===== config.mk =====
export PLATFORM = sky130hd
export DESIGN_NAME = instr_fetch_unit
export DESIGN_NICKNAME = d
export VERILOG_FILES = /design/src/rtl/instr_fetch_unit.sv
export SDC_FILE = /design/constraint.sdc
export NUM_CORES = 1
export LEC_CHECK = 0
export ABC_AREA = 1
export BUFFER_PORTS_ARGS = -buffer_cell sky130_fd_sc_hd__clkbuf_2
export CAP_MARGIN = 20
export CORE_AREA = 2 2 72 102
export CTS_BUF_LIST = sky130_fd_sc_hd__clkbuf_16
export DETAILED_ROUTE_END_ITERATION = 6
export DIE_AREA = 0 0 74 104
export PLACE_DENSITY_LB_ADDON = 0.3
export SLEW_MARGIN = 40
export SYNTH_ARGS = -nofsm -noshare
export SYNTH_HDL_FRONTEND = slang
export SYNTH_SLANG_ARGS = --single-unit

===== constraint.sdc =====
create_clock -name clk -period 1.3 [get_ports clk]
set_input_delay 0.13 -clock clk [delete_from_list [all_inputs] [get_ports clk]]
set_output_delay 0.13 -clock clk [all_outputs]
set_load 0.02 [all_outputs]

===== src/rtl/instr_fetch_unit.sv =====
// Instruction fetch stage: req/gnt/rvalid fetch into the instruction register plus field decode.
// Optional FETCH_TIMEOUT_EN adds a watchdog that faults a fetch stuck in REQ/RESP.
module instr_fetch_unit #(
  parameter int unsigned ADDR_W = 32
`ifdef FETCH_TIMEOUT_EN
  , parameter int unsigned TIMEOUT_CYCLES = 255
`endif
) (
  input  logic              clk,
  input  logic              reset,
  input  logic              i_fetch_start,
  input  logic [ADDR_W-1:0] i_pc,
  output logic              o_imem_req,
  output logic [ADDR_W-1:0] o_imem_addr,
  input  logic              i_imem_gnt,
  input  logic              i_imem_rvalid,
  input  logic [31:0]       i_imem_rdata,
  output logic [31:0]       o_ir,
  output logic [6:0]        o_opcode,
  output logic [4:0]        o_rd,
  output logic [2:0]        o_funct3,
  output logic [4:0]        o_rs1,
  output logic [4:0]        o_rs2,
  output logic [11:0]       o_funct12,
  output logic              o_ir_valid,
  output logic              o_fetch_busy,
  output logic              o_fault,
  output logic [1:0]        o_fault_cause
);

  localparam int unsigned DATA_W        = 32;
  localparam logic [DATA_W-1:0] IR_NOP  = 32'h0000_0013;
  localparam logic [1:0] CAUSE_NONE     = 2'b00;
  localparam logic [1:0] CAUSE_MISALIGN = 2'b01;
  localparam logic [1:0] CAUSE_TIMEOUT  = 2'b10;

  typedef enum logic [2:0] {
    S_IDLE,
    S_REQ,
    S_RESP,
    S_HOLD,
    S_FAULT
  } state_t;

  state_t              r_state;
  state_t              w_state_next;
  logic [ADDR_W-1:0]   r_addr;
  logic [DATA_W-1:0]   r_ir;
  logic [1:0]          r_cause;
  logic                r_req;
  logic                r_busy;
  logic                r_valid;
  logic                r_fault;
  logic                w_accept;
  logic                w_capture;
  logic                w_misaligned;
  logic                w_timeout;

  assign w_misaligned = (i_pc[1:0] != 2'b00);

`ifdef FETCH_TIMEOUT_EN
  localparam int unsigned CNT_W =
    ($clog2(TIMEOUT_CYCLES + 1) > 8) ? $clog2(TIMEOUT_CYCLES + 1) : 8;
  logic [CNT_W-1:0] r_cnt;

  // Watchdog: cleared on entry to REQ, counts every cycle spent in REQ or RESP.
  always_ff @(posedge clk) begin
    if (reset) begin
      r_cnt <= '0;
    end else if (w_accept && !w_misaligned) begin
      r_cnt <= '0;
    end else if (r_state == S_REQ || r_state == S_RESP) begin
      r_cnt <= r_cnt + CNT_W'(1);
    end
  end

  assign w_timeout = (r_state == S_REQ || r_state == S_RESP) &&
                     ((r_cnt + CNT_W'(1)) == CNT_W'(TIMEOUT_CYCLES));
`else
  assign w_timeout = 1'b0;
`endif

  // State register
  always_ff @(posedge clk) begin
    if (reset) begin
      r_state <= S_IDLE;
    end else begin
      r_state <= w_state_next;
    end
  end

  // Next-state decode; timeout wins over a same-cycle gnt/rvalid
  always_comb begin
    w_state_next = r_state;
    w_accept     = 1'b0;
    w_capture    = 1'b0;
    case (r_state)
      S_IDLE, S_HOLD, S_FAULT: begin
        if (i_fetch_start) begin
          w_accept     = 1'b1;
          w_state_next = w_misaligned ? S_FAULT : S_REQ;
        end
      end
      S_REQ: begin
        if (w_timeout) begin
          w_state_next = S_FAULT;
        end else if (i_imem_gnt) begin
          w_state_next = S_RESP;
        end
      end
      S_RESP: begin
        if (w_timeout) begin
          w_state_next = S_FAULT;
        end else if (i_imem_rvalid) begin
          w_capture    = 1'b1;
          w_state_next = S_HOLD;
        end
      end
      default: w_state_next = S_IDLE;
    endcase
  end

  // Datapath and status registers; status flags track the next state
  always_ff @(posedge clk) begin
    if (reset) begin
      r_addr  <= '0;
      r_ir    <= IR_NOP;
      r_cause <= CAUSE_NONE;
      r_req   <= 1'b0;
      r_busy  <= 1'b0;
      r_valid <= 1'b0;
      r_fault <= 1'b0;
    end else begin
      if (w_accept) begin
        r_addr  <= i_pc;
        r_cause <= w_misaligned ? CAUSE_MISALIGN : CAUSE_NONE;
      end else if (w_timeout) begin
        r_cause <= CAUSE_TIMEOUT;
      end
      if (w_capture) begin
        r_ir <= i_imem_rdata;
      end
      r_req   <= (w_state_next == S_REQ);
      r_busy  <= (w_state_next == S_REQ) || (w_state_next == S_RESP);
      r_valid <= (w_state_next == S_HOLD);
      r_fault <= (w_state_next == S_FAULT);
    end
  end

  assign o_imem_req    = r_req;
  assign o_imem_addr   = r_addr;
  assign o_ir          = r_ir;
  assign o_opcode      = r_ir[6:0];
  assign o_rd          = r_ir[11:7];
  assign o_funct3      = r_ir[14:12];
  assign o_rs1         = r_ir[19:15];
  assign o_rs2         = r_ir[24:20];
  assign o_funct12     = r_ir[31:20];
  assign o_ir_valid    = r_valid;
  assign o_fetch_busy  = r_busy;
  assign o_fault       = r_fault;
  assign o_fault_cause = r_cause;

endmodule


After elaboration in Yosys (flattened, before gate mapping) --
Index checks and enable logic that the tools add are counted.
Storage, ports and cells: bits in registers 73, bits of input ports 69, output and inout bits 107, logic and storage cells 30
Operators by class: equal/unequal tests 8, multiplexer cells 10, reductions and logical operators 4
Operator list (count):
- 3-bit by 2-bit equality test with 1-bit output (second input constant) | 4
- 3-bit two-way mux | 4
- 3-bit case mux with 3 select lines | 1
- 3-bit by 1-bit equality test with 1-bit output (second input constant) | 2
- 3-bit equality test (second input constant) | 2
- 1-bit two-way mux | 5
- 3-bit zero test | 1
- 3-bit OR reduction | 1
- 2-bit nonzero test | 1
- 1-bit logical OR | 1

Depth between registers and ports, before layout --
depth in word-level cells 6, gate-level depth with buffers 8, depth with buffers taken out 8

Worst setup path before layout --
No wires, ideal clock.
path kind reg2reg, from register r_state[1], to register r_addr[11] (netlist: o_imem_addr[11]), library setup time 0.116 ns, data arrival time 0.998 ns, data required time 1.184 ns, slack 0.186 ns, cell stages (with the launch flop) 7, path buffers 1, period minus slack after synthesis 1.114 ns, path through dfxtp_1 nand3_1 nand2_2 nand2_4 buf_2 o21ai_0 nor2_1
On the way: longest elaborated chain between the ends 3, elaborated cells between the ends (all ways) 5, those cells by class 2 x eq/ne; 1 x mux; 2 x reduce/logical
RTL lines:
- start, declared | line 45 | state_t r_state;
- start signal, assigned | line 88 | r_state <= w_state_next;
- 3-bit by 2-bit equality test with 1-bit output, or another cell as far along | line 97 | case (r_state)
- 3-bit OR reduction (*) | line 97
- 1-bit two-way mux (*) | line 97
- end signal, assigned | line 135 | r_addr <= i_pc;
- end, declared | line 47 | logic [ADDR_W-1:0] r_addr;
Every way passes the cells marked *; elsewhere a longest branch is shown, timed or not. A chain may end at the register's enable or synchronous reset.

Final worst setup path --
from register r_state[1], to register r_addr[29] (netlist: o_imem_addr[29])
Same word-level chain as after synthesis.

==> impl_metrics.yaml <==
placed_design:
  hpwl_um: 5130
  port_buffers: 174
  gp_congestion: 0.736
  dp_cells: 588
  dpl_cell_area_um2: 3540
global_route:
  antenna_found_initial: 0
  grt_first_pass_wirelength_um: 11000
  grt.overflow.total: 0
  grt_usage_pct: 18.4
  grt_pass1_vias: 2420
  grt_max_degree: 35
timing:
  finalMaxSlewViolations: 0
  period_needed_ns: 1.21
  finClkSkew_ns: 0.00363
  finalCritPeriodShare_pct: 93.0
  rsz0062_at_grt: "true"
  timing.hold.ws_ns: 0.0128
  fmax_mhz: 827
  finalHoldViolations: 0
  setup_viol: 0
detailed_routing:
  vias: 2745
  dr.first_iter.drc_count: 54
  via_per_inst: 4.53
  antenna_left: 0
  firstDrtPassIters: 4
  routed_wirelength_um: 6990
  route.detailed.drc: 0
  wire_per_inst_um: 11.5
yosys:
  ys_types: 21
  synth.avg_cell_area_um2: 7.72
  ys_ff_latch: 72
  synth_top_area_share_pct: 50.7
  yosysWarnings: 0
  ys_seq_area_share_pct: 50.7
  synth_nets: 437
  netlist_instances: 368
  synth_area_leaders: "dfxtp_1 51%, nor2_1 17%, buf_4 11%"
  syn-cell-area_um2: 2840
  yosys.area.top_type: "dfxtp_1"
worst_setup_path:
  crit_required_ns: 1.52
  crit_start: "r_state[1]"
  end_kind: "flop"
  crit_type: "reg -> reg"
  critPathLaunchType: "flop"
  crit_fanout: 23
  rrSetupSlack_ns: 0.09
  r2r-start: "r_state[1]"
  arrival_ns: 1.43
finish:
  final_cells: 606
  fill_cells: 653
  final_area_um2: 3840
  layout.nets: 576
  post_route_cells_drive_above_1_share_pct: 39.9
  area_growth_pct: 35.2
  diodes: 0
power_and_ir_drop:
  seqPwrFrac_pct: 45.0
  intPower_mw: 3.96
  p_sw_mw: 1.50
  p_comb_share_pct: 17.5
  power_density_nw_per_um2: 1420
  switching_share_pct: 27.4
  p_clk_share_pct: 37.5
  power_leakage_nw: 1.98
  ir_drop_mv: 0.830
clocking:
  cts_root_buf: "clkbuf_16"
  h-tree-depth: 3
  clkLatencyLatePin_ns: 0.32
  clkTransAtPathRegs_ns: 0.05
  cts_tree: "yes"
  clock-sinks: 72
  cts_buffers: 9
  cts.path.max_buffers: 2
die:
  die_y_um: 104
  initial_core_util_pct: 41.8
  rows: 36
  core_area_um2: 6800
  die-area_um2: 7700
  num_io_pins: 176
  fp.dieW_um: 74
min_path:
  hold_start: "i_imem_rdata[4]"
  hp-class: "in -> reg"
flow_run:
  drv_cap: 0
run_status:
  status: "completed"
==> critical path: stages, from the launching register on <==
cell	delay (ns)
dfxtp_2	0.38
nand3_1	0.12
nand2_2	0.15
nand2_4	0.07
buf_6	0.17
o21ai_0	0.15
nor2_1	0.06
==> timing repair <==
item	CTS	global route
setup buffers	0	1
gates resized for setup	2	17
hold buffers	2	0
endpoints found under the setup margin	10	29
hold endpoints to repair	2	0
pin swaps	0	1
==> synth_stat cells (all sizes together) <==
cell type,number
nand3,8
nor3,1
dfxtp,72
a31oi,1
clkbuf,9
nor3b,3
buf,48
nand4,2
nand2,20
inv,9
o21ai,61
clkinv,1
conb,1
nor2,132
==> final timing paths <==
| path | end | cells past startpoint |
|---|---|---|
| max | o_imem_addr[29] | 6 |
| min | o_ir[4] | 3 |
| max reg2reg | o_imem_addr[29] | 6 |
| min reg2reg | o_imem_addr[9] | 2 |
==> per-stage QoR <==
| stage | setup WS, ns | TNS [ns] | util [%] | total power [mW] |
|---|---|---|---|---|
| finish | 0.0905 | 0 | 56.4 | 5.46 |
| global route | -0.00810 | -0.0194 | 56.4 | 5.75 |
| CTS | 0.0145 | 0 | 56.0 | 5.51 |
| detailed placement | -0.0101 | -0.0167 | 52.0 | 3.43 |
| global placement | 0.0831 | 0 | 52.0 | 3.41 |
| floorplan | 0.186 | 0 | - | 3.11 |
==> sequential cells by signal, summed over array words and instances (netlist names) <==
signal	flops
o_imem_addr	32
o_ir	32
r_state	3
o_fault	1
o_fault_cause	1
o_fetch_busy	1
o_imem_req	1
o_ir_valid	1
==> cell type report <==
type,count,area (um2),area share (%)
clock inverters,6,22.5,0.587
clock buffers,9,225,5.87
multi-input cells,229,987,25.7
inverters,10,37.5,0.978
repair buffers,185,1000,26.1
well taps,95,119,3.10
flip-flops and latches,72,1440,37.6
==> power groups by stage <==
stage | Sequential, mW | Clock [mW] | Combinational [mW]
after floorplan | 2.67 | 0 | 0.437
after global placement | 2.50 | 0 | 0.918
after detailed placement | 2.50 | 0 | 0.931
after CTS | 2.46 | 2.11 | 0.940
after global routing | 2.48 | 2.21 | 1.06
final | 2.46 | 2.05 | 0.957
==> cells by family after synthesis <==
group	after synthesis	share of synthesized area, %
other cells	1	0.132
compound gates	62	11.0
flops	72	50.7
simple gates	166	23.6
buf+inv	67	14.6
==> routing by layer <==
layer | part of all wire (%) | GRT usage [%] | wire [um]
met1 | 39 | 18.8 | 2730
met2 | 52 | 33.2 | 3660
met3 | 6.5 | 4.55 | 451
met4 | 2.1 | 9.48 | 148
met5 | 0 | 0 | 0
==> layout by cell type (no fill, tap or decap) <==
cell	count
buf_6	2
dfxtp_2	2
nand2_1	18
nand3_1	8
nor2_1	130
a31oi_1	1
o21ai_0	37
inv_1	8
clkinv_1	3
buf_12	3
nor2_2	2
nand2_4	1
nand4_1	1
inv_2	5
nand4_2	1
dfxtp_1	70
nor3_1	1
dlygate4sd3_1	2
clkbuf_2	174
nor3b_1	3
o21ai_1	24
conb_1	1
clkbuf_16	9
buf_4	4
nand2_2	1
Power figures use the tool's default switching activity.
